### src/rtl/counter_bank.sv
// counter_bank: NCH independent W-bit up/down counters with per-channel load,
// wrap or saturate at the boundaries, a registered one-cycle terminal pulse and
// a single registered read-back port (1-cycle latency, pre-update value).
// Optional feature: define COUNTER_BANK_OVF_STICKY_EN to add sticky overflow
// flags (ovf_out) with per-channel clear (ovf_clr_in).

// One counter channel; instantiated NCH times by counter_bank.
module counter_bank_lane #(
  parameter int W        = 16,
  parameter bit SATURATE = 1'b0
) (
  input  logic         clk,
  input  logic         rstN,
  input  logic         incr,
  input  logic         decr,
  input  logic         load,
  input  logic [W-1:0] load_val,
`ifdef COUNTER_BANK_OVF_STICKY_EN
  input  logic         ovf_clr,
  output logic         ovf,
`endif
  output logic [W-1:0] count,
  output logic         term
);

  localparam logic [W-1:0] MAXV = '1;

  logic         hit_top;
  logic         hit_bot;
  logic         boundary;
  logic [W-1:0] count_nxt;

  // Next count in priority order: load, both-requests hold, boundary, +/-1.
  always_comb begin
    hit_top   = incr & ~decr & (count == MAXV);
    hit_bot   = decr & ~incr & (count == '0);
    boundary  = ~load & (hit_top | hit_bot);
    count_nxt = count;
    if (load)              count_nxt = load_val;
    else if (incr && decr) count_nxt = count;
    else if (hit_top)      count_nxt = SATURATE ? MAXV : '0;
    else if (hit_bot)      count_nxt = SATURATE ? '0 : MAXV;
    else if (incr)         count_nxt = count + W'(1);
    else if (decr)         count_nxt = count - W'(1);
  end

  // Count register and registered terminal pulse (high the cycle after the edge).
  always_ff @(posedge clk or negedge rstN) begin
    if (!rstN) begin
      count <= '0;
      term  <= 1'b0;
    end else begin
      count <= count_nxt;
      term  <= boundary;
    end
  end

`ifdef COUNTER_BANK_OVF_STICKY_EN
  // Sticky overflow: a boundary event sets it and wins over a same-cycle clear.
  always_ff @(posedge clk or negedge rstN) begin
    if (!rstN)         ovf <= 1'b0;
    else if (boundary) ovf <= 1'b1;
    else if (ovf_clr)  ovf <= 1'b0;
  end
`endif

endmodule

module counter_bank #(
  parameter int NCH      = 4,
  parameter int W        = 16,
  parameter bit SATURATE = 1'b0
) (
  input  logic                                  clk,
  input  logic                                  rstN,
  input  logic [NCH-1:0]                        incr_in,
  input  logic [NCH-1:0]                        decr_in,
  input  logic [NCH-1:0]                        load_in,
  input  logic [NCH*W-1:0]                      load_val_in,
  output logic [NCH*W-1:0]                      count_out,
  output logic [NCH-1:0]                        term_out,
  input  logic                                  rd_req_in,
  input  logic [((NCH > 1) ? $clog2(NCH) : 1)-1:0] rd_sel_in,
  output logic [W-1:0]                          rd_data_out,
`ifdef COUNTER_BANK_OVF_STICKY_EN
  input  logic [NCH-1:0]                        ovf_clr_in,
  output logic [NCH-1:0]                        ovf_out,
`endif
  output logic                                  rd_valid_out
);

  localparam int SELW = (NCH > 1) ? $clog2(NCH) : 1;

  logic [NCH-1:0][W-1:0] cnt;
  logic [NCH-1:0][W-1:0] ld_val;
  logic [W-1:0]          rd_mux;

  assign ld_val    = load_val_in;
  assign count_out = cnt;

  for (genvar i = 0; i < NCH; i++) begin : g_lane
    counter_bank_lane #(.W(W), .SATURATE(SATURATE)) u_lane (
      .clk      (clk),
      .rstN     (rstN),
      .incr     (incr_in[i]),
      .decr     (decr_in[i]),
      .load     (load_in[i]),
      .load_val (ld_val[i]),
`ifdef COUNTER_BANK_OVF_STICKY_EN
      .ovf_clr  (ovf_clr_in[i]),
      .ovf      (ovf_out[i]),
`endif
      .count    (cnt[i]),
      .term     (term_out[i])
    );
  end

  // Read mux; selects beyond the last channel return zero.
  always_comb begin
    rd_mux = '0;
    for (int i = 0; i < NCH; i++)
      if (rd_sel_in == SELW'(i)) rd_mux = cnt[i];
  end

  // Read-back register: captures the pre-update count, holds while idle.
  always_ff @(posedge clk or negedge rstN) begin
    if (!rstN) begin
      rd_data_out  <= '0;
      rd_valid_out <= 1'b0;
    end else begin
      rd_valid_out <= rd_req_in;
      if (rd_req_in) rd_data_out <= rd_mux;
    end
  end

endmodule

### config.mk
export PLATFORM = sky130hd
export DESIGN_NAME = counter_bank
export DESIGN_NICKNAME = d
export VERILOG_FILES = /design/src/rtl/counter_bank.sv
export SDC_FILE = /design/constraint.sdc
export NUM_CORES = 1
export LEC_CHECK = 0
export ABC_AREA = 1
export BUFFER_PORTS_ARGS = -buffer_cell sky130_fd_sc_hd__buf_2
export CAP_MARGIN = 20
export CORE_ASPECT_RATIO = 0.8
export CORE_MARGIN = 5
export CORE_UTILIZATION = 50
export CTS_CLUSTER_DIAMETER = 40
export DETAILED_ROUTE_END_ITERATION = 6
export GPL_ROUTABILITY_DRIVEN = 0
export PLACE_DENSITY = 0.83
export SETUP_SLACK_MARGIN = 0.5
export SYNTH_ARGS = -nofsm -noshare
export SYNTH_HDL_FRONTEND = slang
export SYNTH_SLANG_ARGS = --single-unit
### constraint.sdc
create_clock -name clk -period 3.7 [get_ports clk]
set_input_delay 0.74 -clock clk [delete_from_list [all_inputs] [get_ports clk]]
set_output_delay 0.74 -clock clk [all_outputs]
set_load 0.02 [all_outputs]
== After elaboration in Yosys (flattened, before gate mapping) ==
Index checks and enable logic that the tools add are counted.

* $add $sub $neg: 8
* Eq/ne operators: 11
* Multiplexer cells: 28
* Bitwise logic cells: 36
* Reduce and logical (&&, ||, !) cells: 17

{| class="wikitable"
|+ Operator list
! operator !! number
|-
| 2-to-1 mux 16 bit || 28
|-
| adder 16 x 1 -> 16 bit (second input constant) || 4
|-
| equality test 16 bit (second input constant) || 4
|-
| zero test 16 bit || 4
|-
| subtractor 16 x 1 -> 16 bit (second input constant) || 4
|-
| AND 1 bit || 20
|-
| nonzero test 5 bit || 4
|-
| NOT 1 bit || 12
|-
| inequality test 2 bit (second input constant) || 4
|-
| AND reduction 2 bit || 4
|-
| equality test 2 bit (second input constant) || 2
|-
| logical AND 1 bit || 4
|-
| bitwise OR 1 bit || 4
|-
| equality test 2 x 1 -> 1 bit (second input constant) || 1
|-
| zero test 2 bit || 1
|}

* Bits in registers: 85
* Input bits: 81
* Output and inout port bits: 85

== Longest topological paths before layout ==
* Word-level depth: 7
* Gate-level depth with buffers: 12
* Mapped depth without buffers: 12

== Hierarchy ==
From an unflattened synthesis, not the netlist that was laid out.

* Cell total of the unflattened synthesis: 1429
* Area total of the unflattened synthesis: 8931.1 µm²

{| class="wikitable"
|+ Modules (own cells, without submodules)
! module !! times used !! cells each !! area each (µm²)
|-
| counter_bank_lane || 4 || 313 || 1941.9
|-
| counter_bank || 1 || 177 || 1163.6
|}

== Least setup slack after synthesis ==
No wires, ideal clock.

* Kind: input to register
* From: in incr_in[2]
* To: reg g_lane[2].u_lane.count[11]
* Arrival time: 2.095 ns
* Slack: 1.483 ns
* Cell stages on the path: 11
* Buffers on the path: 0
* Cell sequence: inv_1 > ha_1 > or2_1 > nand3_1 > nand2_1 > nand2_1 > nand2_1 > nand2_1 > nand3_2 > nand2_1 > a21oi_2

* Cells in the longest elaborated chain, start to end: 7
* Elaborated cells between the ends (all ways): 14

{| class="wikitable"
|+ RTL lines
! element !! line !! text
|-
| start: declaration || 76 || <nowiki>input logic [NCH-1:0] incr_in,</nowiki>
|-
| NOT 1 bit || 36 || <nowiki>hit_bot = decr & ~incr & (count == '0);</nowiki>
|-
| AND 1 bit (2 in a row) || 36 ||
|-
| 2-to-1 mux 16 bit || 42 || <nowiki>else if (hit_bot) count_nxt = SATURATE ? '0 : MAXV;</nowiki>
|-
| 2-to-1 mux 16 bit || 41 || <nowiki>else if (hit_top) count_nxt = SATURATE ? MAXV : '0;</nowiki>
|-
| 2-to-1 mux 16 bit || 40 || <nowiki>else if (incr && decr) count_nxt = count;</nowiki>
|-
| 2-to-1 mux 16 bit || 39 || <nowiki>if (load) count_nxt = load_val;</nowiki>
|-
| end signal: assignment || 53 || <nowiki>count <= count_nxt;</nowiki>
|-
| end: declaration || 22 || <nowiki>output logic [W-1:0] count,</nowiki>
|}

Parallel ways exist; a longest one is shown, timed or not. The select of a mux whose other input is x is not followed.
A chain may end at the register's enable or synchronous reset.

== Final worst setup path ==
* From: in incr_in[1]
* To: reg g_lane[1].u_lane.count[13]

* Cells in the longest elaborated chain, start to end: 7
* Elaborated cells between the ends (all ways): 14

{| class="wikitable"
|+ RTL lines
! element !! line
|-
| NOT 1 bit || 36
|-
| AND 1 bit (2 in a row) || 36
|-
| 2-to-1 mux 16 bit || 42
|-
| 2-to-1 mux 16 bit || 41
|-
| 2-to-1 mux 16 bit || 40
|-
| 2-to-1 mux 16 bit || 39
|-
| end signal: assignment || 53
|-
| end: declaration || 22
|}

Parallel ways exist; a longest one is shown, timed or not. The select of a mux whose other input is x is not followed.

==> impl_metrics.tcl <==
set metrics [dict create \
    status "finished clean" \
    clockBufferDepth 2 \
    fp.dieW_um 157 \
    min_path_type "in2async" \
    netlist_area_sq_mm 0.00865 \
    synth_edf_count 0 \
    root_buffer "clkbuf_16" \
    maxCapViolCount 0 \
    crit_type "in2reg" \
    worstPathCellList "buf_2 -> inv_1 -> ha_1 -> or2_1 -> nand3b_1 -> nand2_1 -> nand2_1 -> nand3_1 -> nand3_1 -> nand2_1 -> a21oi_1" \
    ys_ff_latch 85 \
    fin_setup_tns_ns 0 \
    core_area_sq_mm 0.0172 \
    ys_types 43 \
    drt-initial-drc-count 689 \
    max_freq_ghz 0.419 \
    ys_warn_count 0 \
    grtUsageTotal_pct 27.0 \
    rows 43 \
    num_antenna_cells 0 \
    ios 166 \
    cts_tree "built" \
    period_share_pct 64.4 \
    rsz0062_at_grt "no" \
    slowest_delay_ns 0.40 \
    end_kind "flop" \
    pre_cts_ws_ns 0.965 \
    yosysSeqAreaShare_pct 24.6 \
    fin_crit_ns 2.38 \
    ys.flop_type "dfrtp_1" \
    overflow 0 \
    wire_per_inst_um 15.6 \
    critPathArrivalTime_ns 2.67 \
    syn-num-nets 1497 \
    final_nets 1640 \
    die_area_sq_mm 0.0201 \
    worst_path_most_repeated_cell "nand2_1" \
    antenna_found_initial 0 \
    crit_slowest_cell "inv_1" \
    setup_viol_count_final 0 \
    cpLargestDelayFamily "simple AND/OR/NAND/NOR gates" \
    syn_to_final_growth_pct 13.9 \
    cts.clk_slew.worst_paths_ns 0.07 \
    io_buffers 165 \
    path_buf_inv 2 \
    via_count 9381 \
    hold_buffers 0 \
    power-per-cell-area_mw_per_mm2 564 \
    slew_violations 0 \
    leakage_nw 5.58 \
    initial_utilization_pct 50.4 \
    cts_sinks 85 \
    grt_pass1_wl_um 44200 \
    fin_skew_ns 0.00643 \
    slew-limit-headroom_pct 46.7 \
    clock_latency_ns 0.36 \
    vias_per_cell 5.43 \
    cp.required_ns 3.98 \
    hold_viol_final 0 \
    postCtsResizedCells 0 \
    cts.htree.levels 3 \
    avgSynthCellArea_sq_um 6.38 \
    remaining_drc_errors 0 \
    grt_max_degree 61 \
    routed_wl_um 27000 \
    worst_slack_ns 1.32 \
    die_y_um 128 \
    place_hpwl_um 21100 \
    final_common_cell "nand2_1" \
    syn_inst 1356 \
    async_flop_share_pct 100 \
    path_max_fanout 14 \
    drtAntennaViolNets 0 \
    cts_buffers 9 \
    ir_worst_vdd_mv 0.328 \
    post-cts-setup-buffers 0 \
    final_cell_mix "429 x nand2_1, 190 x inv_1, 164 x buf_2" \
    startpoint_type "input pin" \
    layout-drive-gt1-share_pct 18.8 \
    grt_pass1_vias 8998 \
    tightestPinTransition_ns 0.800 \
    dr.pass1.iters 5 \
]
==> metrics by stage <==
step           util (%)  total power, mW  area (sq um)  hold WS [ns]  instances
2_1_floorplan         -             3.62          8650         0.444       1356
3_3_place_gp       55.5             4.41          9530         0.465       1713
3_5_place_dp       55.5             4.49          9530         0.474       1713
4_1_cts            57.4             5.53          9850         0.491       1729
5_1_grt            57.4             6.00          9850         0.541       1729
6_report           57.4             5.56          9850         0.467       1729
==> cells by family (layout without fill, tap and decap cells) <==
logic type                 after synthesis  after routing  synth area share (%)
buffers and inverters                  235            383                  11.6
adders and majority gates               60             60                  9.02
DFF                                     85             85                  24.6
AOI/OAI and AO/OA                      211            211                  14.5
xor gates and xnor gates                16             16                  1.62
and+or+nand+nor                        749            749                  38.7
==> flip-flops by register name (all words and copies together) (netlist names) <==
signal	cells
rd_data_out	16
g_lane.u_lane.term	4
rd_valid_out	1
g_lane.u_lane.count	64
==> metal layers <==
metal	share of wire, %	vias to the layer above	track usage (%)	wire length (um)
met5	0	-	0	0
met4	2.3	0	8.65	635
met3	7.4	39	4.32	2000
met2	45	370	44.3	12200
met1	45	4297	36.6	12200
li1	-	4675	-	-
==> cell usage after synthesis (5+ instances only) <==
cell | n | area share, %
nand2_1 | 429 | 19
inv_1 | 190 | 8.2
a21oi_1 | 134 | 7.8
nor2_1 | 127 | 5.5
dfrtp_1 | 85 | 25
nand3_1 | 81 | 4.7
ha_1 | 56 | 8.1
o21ai_0 | 25 | 1.4
nand3_2 | 22 | 2.5
nand4_1 | 21 | 1.5
a21oi_2 | 20 | 2.0
a221oi_1 | 15 | 1.5
nand2_2 | 15 | 1.1
nor3_1 | 15 | 0.87
xor2_1 | 12 | 1.2
clkbuf_1 | 11 | 0.48
buf_4 | 10 | 0.87
inv_2 | 9 | 0.39
nor2_2 | 9 | 0.65
a22oi_2 | 7 | 1.0
buf_6 | 7 | 0.91
buf_2 | 6 | 0.35
nor3_2 | 6 | 0.69
or2_1 | 5 | 0.36
==> where the power goes <==
part / total (mW) / internal (mW) / leakage [nW] / switching [mW]
clock: 1.02 / 0.596 / 0.156 / 0.422
sequential: 1.57 / 1.13 / 1.01 / 0.443
combinational: 2.97 / 1.07 / 4.42 / 1.89
==> area by class of cell <==
class	count	area (sq um)
Clock inverter	7	98.8
Tap cell	225	282
Sequential cell	85	2130
Multi-Input combinational cell	1036	5520
Fill cell	1658	7310
Inverter	199	747
Clock buffer	9	225
Timing Repair Buffer	168	851
==> path summary, 6_finish.rpt <==
path                       slack, ns                         end                       from  depth (start not counted)
min in group clk                0.49              rd_data_out[1]             rd_data_out[1]                          2
setup reg to reg                1.48   g_lane[2].u_lane.count[8]  g_lane[2].u_lane.count[0]                         10
hold reg to reg                 0.49              rd_data_out[1]             rd_data_out[1]                          2
setup / recovery                1.32  g_lane[1].u_lane.count[13]                 incr_in[1]                         11
hold / removal                  0.47   g_lane[0].u_lane.count[2]                       rstN                          1
max in group asynchronous       2.53  g_lane[3].u_lane.count[12]                       rstN                          2
Power figures use the tool's default switching activity.
